<file path="config.mk">
export PLATFORM = sky130hd
export DESIGN_NAME = decode_stage
export DESIGN_NICKNAME = d
export VERILOG_FILES = /design/src/rtl/decode_stage.sv
export SDC_FILE = /design/constraint.sdc
export NUM_CORES = 1
export LEC_CHECK = 0
export CAP_MARGIN = 15
export CORE_MARGIN = 3
export CORE_UTILIZATION = 55
export DETAILED_ROUTE_END_ITERATION = 7
export DONT_BUFFER_PORTS = 1
export PLACE_DENSITY = 0.7
export REMOVE_ABC_BUFFERS = 1
export SYNTH_ARGS = -nofsm -noshare
export SYNTH_HDL_FRONTEND = slang
export SYNTH_SLANG_ARGS = --single-unit
</file>
<file path="constraint.sdc">
create_clock -name clk_in -period 1.8 [get_ports clk_in]
set_input_delay 0.27 -clock clk_in [delete_from_list [all_inputs] [get_ports clk_in]]
set_output_delay 0.27 -clock clk_in [all_outputs]
set_load 0.01 [all_outputs]
</file>
<file path="src/rtl/decode_stage.sv">
// Registered RV32I(M) instruction-decode stage. Decodes the incoming word,
// flags illegal encodings and holds decoded bundles in a 2-entry skid FIFO.
module decode_stage #(
  parameter int ENABLE_M = 0,
  parameter int ALU_OP_W = 4 + ENABLE_M
) (
  input  logic                clk_in,
  input  logic                rst_in,
  input  logic                flush_in,
  input  logic                instr_valid_in,
  output logic                instr_ready_out,
  input  logic [31:0]         instr_in,
  input  logic [31:0]         pc_in,
  output logic                dec_valid_out,
  input  logic                dec_ready_in,
  output logic [31:0]         pc_out,
  output logic [31:0]         instr_out,
  output logic [4:0]          rs1_out,
  output logic [4:0]          rs2_out,
  output logic [4:0]          rd_out,
  output logic [ALU_OP_W-1:0] alu_opcode_out,
  output logic [2:0]          imm_type_out,
  output logic [2:0]          wb_mux_sel_out,
  output logic                alu_src_out,
  output logic                iadder_src_out,
  output logic [1:0]          load_size_out,
  output logic                load_unsigned_out,
  output logic                mem_wr_req_out,
  output logic                wr_en_out,
  output logic                is_system_out,
  output logic                illegal_out
);

  localparam logic [6:0] OPC_LOAD   = 7'b0000011;
  localparam logic [6:0] OPC_STORE  = 7'b0100011;
  localparam logic [6:0] OPC_OP_IMM = 7'b0010011;
  localparam logic [6:0] OPC_OP     = 7'b0110011;
  localparam logic [6:0] OPC_LUI    = 7'b0110111;
  localparam logic [6:0] OPC_AUIPC  = 7'b0010111;
  localparam logic [6:0] OPC_JAL    = 7'b1101111;
  localparam logic [6:0] OPC_JALR   = 7'b1100111;
  localparam logic [6:0] OPC_BRANCH = 7'b1100011;
  localparam logic [6:0] OPC_MISC   = 7'b0001111;
  localparam logic [6:0] OPC_SYSTEM = 7'b1110011;

  typedef struct packed {
    logic [31:0]         pc;
    logic [31:0]         instr;
    logic [ALU_OP_W-1:0] alu_op;
    logic [2:0]          imm_type;
    logic [2:0]          wb_sel;
    logic                iadder_src;
    logic                mem_wr;
    logic                wr_en;
    logic                is_system;
    logic                illegal;
  } bundle_t;

  logic [6:0] opcode;
  logic [2:0] func3;
  logic [6:0] func7;
  logic       m_op;
  logic       push;
  logic       pop;
  logic [1:0] count;
  bundle_t    dec;
  bundle_t    head;
  bundle_t    tail;

  assign opcode = instr_in[6:0];
  assign func3  = instr_in[14:12];
  assign func7  = instr_in[31:25];
  assign m_op   = (ENABLE_M != 0) && (func7 == 7'b0000001);

  always_comb begin
    dec              = '0;
    dec.pc           = pc_in;
    dec.instr        = instr_in;
    dec.alu_op[2:0]  = func3;
    case (opcode)
      OPC_LOAD: begin
        dec.imm_type   = 3'd1;
        dec.wb_sel     = 3'd1;
        dec.iadder_src = 1'b1;
        dec.wr_en      = 1'b1;
        dec.illegal    = (func3 == 3'b011) || (func3[2:1] == 2'b11);
      end
      OPC_STORE: begin
        dec.imm_type   = 3'd2;
        dec.iadder_src = 1'b1;
        dec.mem_wr     = 1'b1;
        dec.illegal    = (func3 >= 3'b011);
      end
      OPC_OP_IMM: begin
        dec.imm_type  = 3'd1;
        dec.wr_en     = 1'b1;
        dec.alu_op[3] = (func3 == 3'b101) & instr_in[30];
        dec.illegal   = ((func3 == 3'b001) && (func7 != 7'b0)) ||
                        ((func3 == 3'b101) && (func7 != 7'b0) && (func7 != 7'b0100000));
      end
      OPC_OP: begin
        dec.wr_en = 1'b1;
        // m_op can only be set when the extra M bit exists, so the top index is bit 4 here
        if (m_op) dec.alu_op[ALU_OP_W-1] = 1'b1;
        else      dec.alu_op[3]          = instr_in[30];
        dec.illegal = !((func7 == 7'b0) || (func7 == 7'b0100000) || m_op) ||
                      ((func7 == 7'b0100000) && (func3 != 3'b000) && (func3 != 3'b101));
      end
      OPC_LUI: begin
        dec.imm_type = 3'd4;
        dec.wb_sel   = 3'd2;
        dec.wr_en    = 1'b1;
      end
      OPC_AUIPC: begin
        dec.imm_type = 3'd4;
        dec.wb_sel   = 3'd3;
        dec.wr_en    = 1'b1;
      end
      OPC_JAL: begin
        dec.imm_type = 3'd5;
        dec.wb_sel   = 3'd4;
        dec.wr_en    = 1'b1;
      end
      OPC_JALR: begin
        dec.imm_type   = 3'd1;
        dec.wb_sel     = 3'd4;
        dec.iadder_src = 1'b1;
        dec.wr_en      = 1'b1;
        dec.illegal    = (func3 != 3'b000);
      end
      OPC_BRANCH: begin
        dec.imm_type = 3'd3;
        dec.illegal  = (func3[2:1] == 2'b01);
      end
      OPC_MISC, OPC_SYSTEM: dec.is_system = 1'b1;
      default:              dec.illegal   = 1'b1;
    endcase
    // Illegal bundles still flow downstream but must not cause side effects
    if (dec.illegal) begin
      dec.wr_en     = 1'b0;
      dec.mem_wr    = 1'b0;
      dec.is_system = 1'b0;
    end
  end

  assign instr_ready_out = (count < 2'd2) & ~rst_in;
  assign dec_valid_out   = (count != 2'd0);
  assign push            = instr_valid_in & instr_ready_out & ~flush_in;
  assign pop             = dec_valid_out & dec_ready_in;

  always_ff @(posedge clk_in) begin
    if (rst_in) begin
      count <= 2'd0;
      head  <= '0;
      tail  <= '0;
    end else if (flush_in) begin
      count <= 2'd0;
    end else begin
      case (count)
        2'd0: if (push) begin
          head  <= dec;
          count <= 2'd1;
        end
        2'd1: begin
          if (push && pop) begin
            head <= dec;
          end else if (push) begin
            tail  <= dec;
            count <= 2'd2;
          end else if (pop) begin
            count <= 2'd0;
          end
        end
        2'd2: if (pop) begin
          head  <= tail;
          count <= 2'd1;
        end
        default: count <= 2'd0;
      endcase
    end
  end

  assign pc_out            = head.pc;
  assign instr_out         = head.instr;
  assign rs1_out           = head.instr[19:15];
  assign rs2_out           = head.instr[24:20];
  assign rd_out            = head.instr[11:7];
  assign alu_opcode_out    = head.alu_op;
  assign imm_type_out      = head.imm_type;
  assign wb_mux_sel_out    = head.wb_sel;
  assign alu_src_out       = head.instr[5];
  assign iadder_src_out    = head.iadder_src;
  assign load_size_out     = head.instr[13:12];
  assign load_unsigned_out = head.instr[14];
  assign mem_wr_req_out    = head.mem_wr;
  assign wr_en_out         = head.wr_en;
  assign is_system_out     = head.is_system;
  assign illegal_out       = head.illegal;

endmodule
</file>
== Yosys cells after proc, flatten, opt, wreduce, memory -nomap -nowiden ==
Cells that the tools add are included.

* Register bits after elaboration: 160
* Input bits: 69
* Output and inout bits: 100

* Magnitude comparators: 2
* Eq/ne operators: 26
* Mux-type cells: 19
* Bitwise gates (word level): 8
* Reductions and logical operators: 28

{| class="wikitable"
|+ Operators by type and width
! kind !! number
|-
| $mux W79 || 3
|-
| $pmux W79 S3 || 1
|-
| $eq A7 B6 Y1 const B || 4
|-
| $eq A7 B7 Y1 const B || 4
|-
| $pmux W3 S5 || 1
|-
| $eq A7 B5 Y1 const B || 2
|-
| $pmux W3 S4 || 1
|-
| $mux W2 || 5
|-
| $ne A2 B2 Y1 const B || 4
|-
| $reduce_and A4 Y1 || 2
|-
| $reduce_or A2 Y1 || 4
|-
| $eq A7 B2 Y1 const B || 1
|-
| $eq A7 B4 Y1 const B || 1
|-
| $logic_not A7 Y1 || 1
|-
| $ne A7 B6 Y1 const B || 1
|-
| $pmux W1 S7 || 1
|-
| $reduce_bool A7 Y1 || 1
|-
| $reduce_or A7 Y1 || 1
|-
| $logic_and A1 B1 Y1 || 6
|-
| $ne A3 B3 Y1 const B || 2
|-
| $pmux W2 S3 || 1
|-
| $reduce_bool A3 Y1 || 2
|-
| $reduce_or A3 Y1 || 2
|-
| $and A1 B1 Y1 || 5
|-
| 17 further kinds || 27
|}

== Logic depth before layout (Yosys ltp) ==
* Depth in word-level cells: 8
* Mapped depth: 9
* Gate-level depth less buffers: 6

== Least setup slack after synthesis ==
Ideal clock, no wire load.

* Kind: input -> register
* Start: input rst_in
* End: register head (netlist bit pc_out[17])
* Arrival: 1.766 ns
* Required time: 1.709 ns
* Setup slack: -0.057 ns
* Stages: 8
* Buffers on the path: 3
* Cell sequence: clkbuf_1 -> or3b_2 -> a21o_1 -> a21oi_4 -> buf_4 -> buf_4 -> nor2_1 -> a311oi_1

* Word-level cells in the longest chain between the ends: 7
* Elaborated cells between the ends (all ways): 8
* Those cells by class: eq/ne (2); bitwise (4); reduce/logical (2)

{| class="wikitable"
|+ RTL lines
! what !! RTL line !! source
|-
| start, declared || 8 || <nowiki>input logic rst_in,</nowiki>
|-
| $not A1 Y1 || 146 || <nowiki>assign instr_ready_out = (count < 2'd2) & ~rst_in;</nowiki>
|-
| $and A1 B1 Y1 || 146 ||
|-
| $and A1 B1 Y1 (2 in a row) || 148 || <nowiki>assign push = instr_valid_in & instr_ready_out & ~flush_in;</nowiki>
|-
| $logic_and A1 B1 Y1 || 165 || <nowiki>if (push && pop) begin</nowiki>
|-
| $ne A2 B2 Y1 (no source line) || n/a ||
|-
| $reduce_and A5 Y1 (no source line) || n/a ||
|-
| end signal, assigned || 175 || <nowiki>head <= tail;</nowiki>
|-
| end, declared || 67 || <nowiki>bundle_t head;</nowiki>
|}

Several ways; a longest one is shown, not always the timed one.
A chain may end at the register's enable or synchronous reset.

== Worst setup path in the final report ==
* Start: register count[1]
* End: register head (netlist bit pc_out[16])

* Word-level cells in the longest chain between the ends: 7
* Elaborated cells between the ends (all ways): 16
* Those cells by class: order compare (1); eq/ne (5); mux (1); bitwise (4); reduce/logical (5)

{| class="wikitable"
|+ RTL lines
! what !! RTL line !! source
|-
| start, declared || 65 || <nowiki>logic [1:0] count;</nowiki>
|-
| start signal, assigned || 153 || <nowiki>count <= 2'd0;</nowiki>
|-
| start signal, assigned || 157 || <nowiki>count <= 2'd0;</nowiki>
|-
| start signal, assigned || 162 || <nowiki>count <= 2'd1;</nowiki>
|-
| $lt A2 B2 Y1 || 146 ||
|-
| $and A1 B1 Y1 || 146 ||
|-
| $and A1 B1 Y1 (2 in a row) || 148 ||
|-
| $logic_and A1 B1 Y1 || 165 ||
|-
| $ne A2 B2 Y1 (no source line) || n/a ||
|-
| $reduce_and A5 Y1 (no source line) || n/a ||
|}

Several ways; a longest one is shown, not always the timed one.

==> flow_metrics.tcl <==
set metrics [dict create \
    hold_depth 1 \
    vias 6021 \
    layout-drive-gt1-share_pct 20.0 \
    synthXorXnorAreaFrac_pct 0.268 \
    worstPathArrival_ps 2200 \
    pre_cts_slack_ps -241 \
    postSynthAreaPerCell_um2 7.55 \
    synth_top_family_by_area "simple AND/OR/NAND/NOR gates" \
    slowest_stage "or3b_4" \
    gp_congestion 0.817 \
    drv_slew 0 \
    critical_path_depth 8 \
    die_h_um 115 \
    htree_levels 4 \
    synth_compound_area_share_pct 18.9 \
    die_x_um 115 \
    rr_endpoint "pc_out[16]$_SDFFE_PP0P_" \
    overflow 0 \
    synth_most_common_cell "nand2_1" \
    required_ps 2120 \
    synth_top_area_share_pct 47.1 \
    whs_ps -84.5 \
    syn_inst 866 \
    core_area_um2 11500 \
    synth_edf_count 0 \
    routedWlPerCell_um 18.8 \
    violations "hold timing, setup timing" \
    ctsHoldBuffers 2 \
    clkSlewWorstSetupHoldPaths_ps 60 \
    rr_worst_depth 8 \
    cp_top_family "simple AND/OR/NAND/NOR gates" \
    yosys-top-cells-area "dfxtp_1 47%, nand2_1 16%, a311oi_1 9.6%" \
    routed.top_layer "met4" \
    tns_ps -1940 \
    rows 39 \
    worstMarginPinSlew_ps 460 \
    fmax_mhz 532 \
    status "finished with violations" \
    routed_wl_mm 18.8 \
    ir_drop_mv 0.778 \
    synth.largest_area_cell "dfxtp_1" \
    dp.cells 938 \
    fin_crit_ps 1880 \
    grt_pass1_vias 5654 \
    worst_setup_path_end_kind "register" \
    pin_count 169 \
    instances_no_fill 999 \
    clock_latency_ps 420 \
    cts_made_buffers 17 \
    leakage_nw 2.86 \
    port_buffers 0 \
    wl_met3_mm 1.75 \
    hold_path_class "in -> reg" \
    antenna_found_initial 0 \
    nNetsFinal 912 \
    hpwl_mm 9.82 \
    path_class "reg -> reg" \
    finalCritPeriodShare_pct 104 \
    max_stage_delay_ps 400 \
    drc_errors 0 \
    min_to "tail[17]$_SDFFE_PP0P_" \
    worstPathCellList "nand2b_4 > or3b_4 > a21oi_4 > buf_12 > buf_12 > clkbuf_16 > nor2_2 > a311oi_2" \
    yosys_warnings 0 \
    crit_path_start_kind "register" \
    powerDensity_nw_per_um2 1010 \
    clockBufferDepth 2 \
    n_antenna_cell 0 \
    finish.utilization_pct 71.3 \
    ys_async_sr_fraction_pct 0 \
    track_usage_pct 26.4 \
    r2r_start "count[1]$_SDFFE_PP0P_" \
    synthSimpleGateAreaFrac_pct 26.3 \
    synthAdderAreaFrac_pct 0 \
    ys_top_cells_by_count "286 x nand2_1, 154 x dfxtp_1, 98 x nor2_1" \
    clock_skew_ps 6.06 \
    firstDrtPassIters 8 \
    rsz0062_at_grt "true" \
    maxSlewHeadroom_pct 69.1 \
    ctsRootBufferMaster "clkbuf_16" \
    ys_seq_elements 154 \
    muxShareOfSynthArea_pct 0 \
    crit_top_cell "buf_12" \
    finalHoldViolCount 68 \
    finalSetupViolCount 67 \
    grt_pass1_wl_mm 27.9 \
    met1_length_mm 7.47 \
    hold_start "rst_in" \
    grt_max_degree 161 \
    start_util_pct 56.8 \
    crit_buf_inv 3 \
    syn2layout_area_growth_pct 25.5 \
    drt-vias-per-instance 6.03 \
    die_area_um2 13200 \
    layout_setup_ws_ps -80.2 \
    first_iter_violations 702 \
    yosysUniqueCellTypes 41 \
    path_max_fanout 6 \
    cts_tree "built" \
    cap_violations 0 \
    final_antenna_net_count 0 \
    synth_area_um2 6540 \
    wl_met2_mm 9.32 \
    reg2reg_slack_ps -80 \
    seq_area_frac_synth_pct 47.1 \
    cts_sinks 154 \
    dominantRegCellSynth "dfxtp_1" \
]
## power breakdown
group | leakage, nW | internal, mW | total (mW) | switching, mW
logic | 1.30 | 0.362 | 0.670 | 0.308
registers | 1.25 | 3.53 | 3.72 | 0.189
clock network | 0.311 | 2.46 | 3.86 | 1.40
total | 2.86 | 6.36 | 8.25 | 1.90
## state kept, by name (all words and copies together), names as in the netlist
| name | count |
|---|---|
| alu_opcode_out | 1 |
| wr_en_out | 1 |
| count | 2 |
| instr_out | 32 |
| tail | 76 |
| is_system_out | 1 |
| mem_wr_req_out | 1 |
| pc_out | 32 |
| imm_type_out | 3 |
| wb_mux_sel_out | 3 |
| illegal_out | 1 |
| iadder_src_out | 1 |
## metrics by stage
stage	instance area [um2]	power [mW]
floorplan	6060	4.04
global placement	6620	4.15
detailed placement	6620	4.17
CTS	7690	8.12
global route	8210	8.52
finish	8210	8.25
## timing repair
action | in CTS | in global routing
resized for setup | 16 | 101
endpoints found under the setup margin | 73 | 78
hold endpoints to repair | 150 | 149
pin swaps | 17 | 57
buffers inserted | 10 | 5
gates cloned | 9 | 6
## layout by cell type, fill, tap and decap left out, types with 4 or more instances in the layout
master     count
a21oi_1       85
a311oi_1      47
a311oi_2      25
buf_12        14
buf_16         6
buf_4         19
buf_6          6
bufinv_16      4
clkbuf_16     23
clkbuf_8       4
dfxtp_1      153
nand2_1      286
nand2b_1       4
nand4_1        5
nor2_1        56
nor2_2        21
nor2_4        21
nor3_1         9
o21ai_0        4
## layer usage
layer / vias to the layer above / global-route usage (%)
met5: - / 0
met3: 36 / 8.84
met4: 0 / 9.31
met1: 2861 / 31.9
li1: 2886 / -
met2: 238 / 44.0
## cell families after synthesis
logic type	count (synthesis)
and+or+nand+nor	427
xor gates and xnor gates	2
AOI/OAI and AO/OA	182
buffers and inverters	101
DFF	154
## how the worst max path moves through the flow
stage                                      from                     endpoint  slack, ps
final                     count[1]$_SDFFE_PP0P_      pc_out[16]$_SDFFE_PP0P_        -80
after floorplan           count[1]$_SDFFE_PP0P_         tail[3]$_SDFFE_PP0P_      -4370
after global placement    count[1]$_SDFFE_PP0P_  mem_wr_req_out$_SDFFE_PP0P_        -60
after CTS                 count[1]$_SDFFE_PP0P_  mem_wr_req_out$_SDFFE_PP0P_        -90
after global routing      count[1]$_SDFFE_PP0P_   instr_out[28]$_SDFFE_PP0P_       -140
after detailed placement  count[1]$_SDFFE_PP0P_       pc_out[5]$_SDFFE_PP0P_       -240
## cell type report
| type | count | area (um2) |
|---|---|---|
| clock buffer | 21 | 480 |
| inverter | 2 | 7.51 |
| fill | 876 | 3310 |
| tap | 143 | 179 |
| timing repair buffer | 57 | 903 |
| sequential | 154 | 3080 |
| multi-input combinational | 611 | 3390 |
| clock inverter | 11 | 166 |
Power figures use the tool's default switching activity.
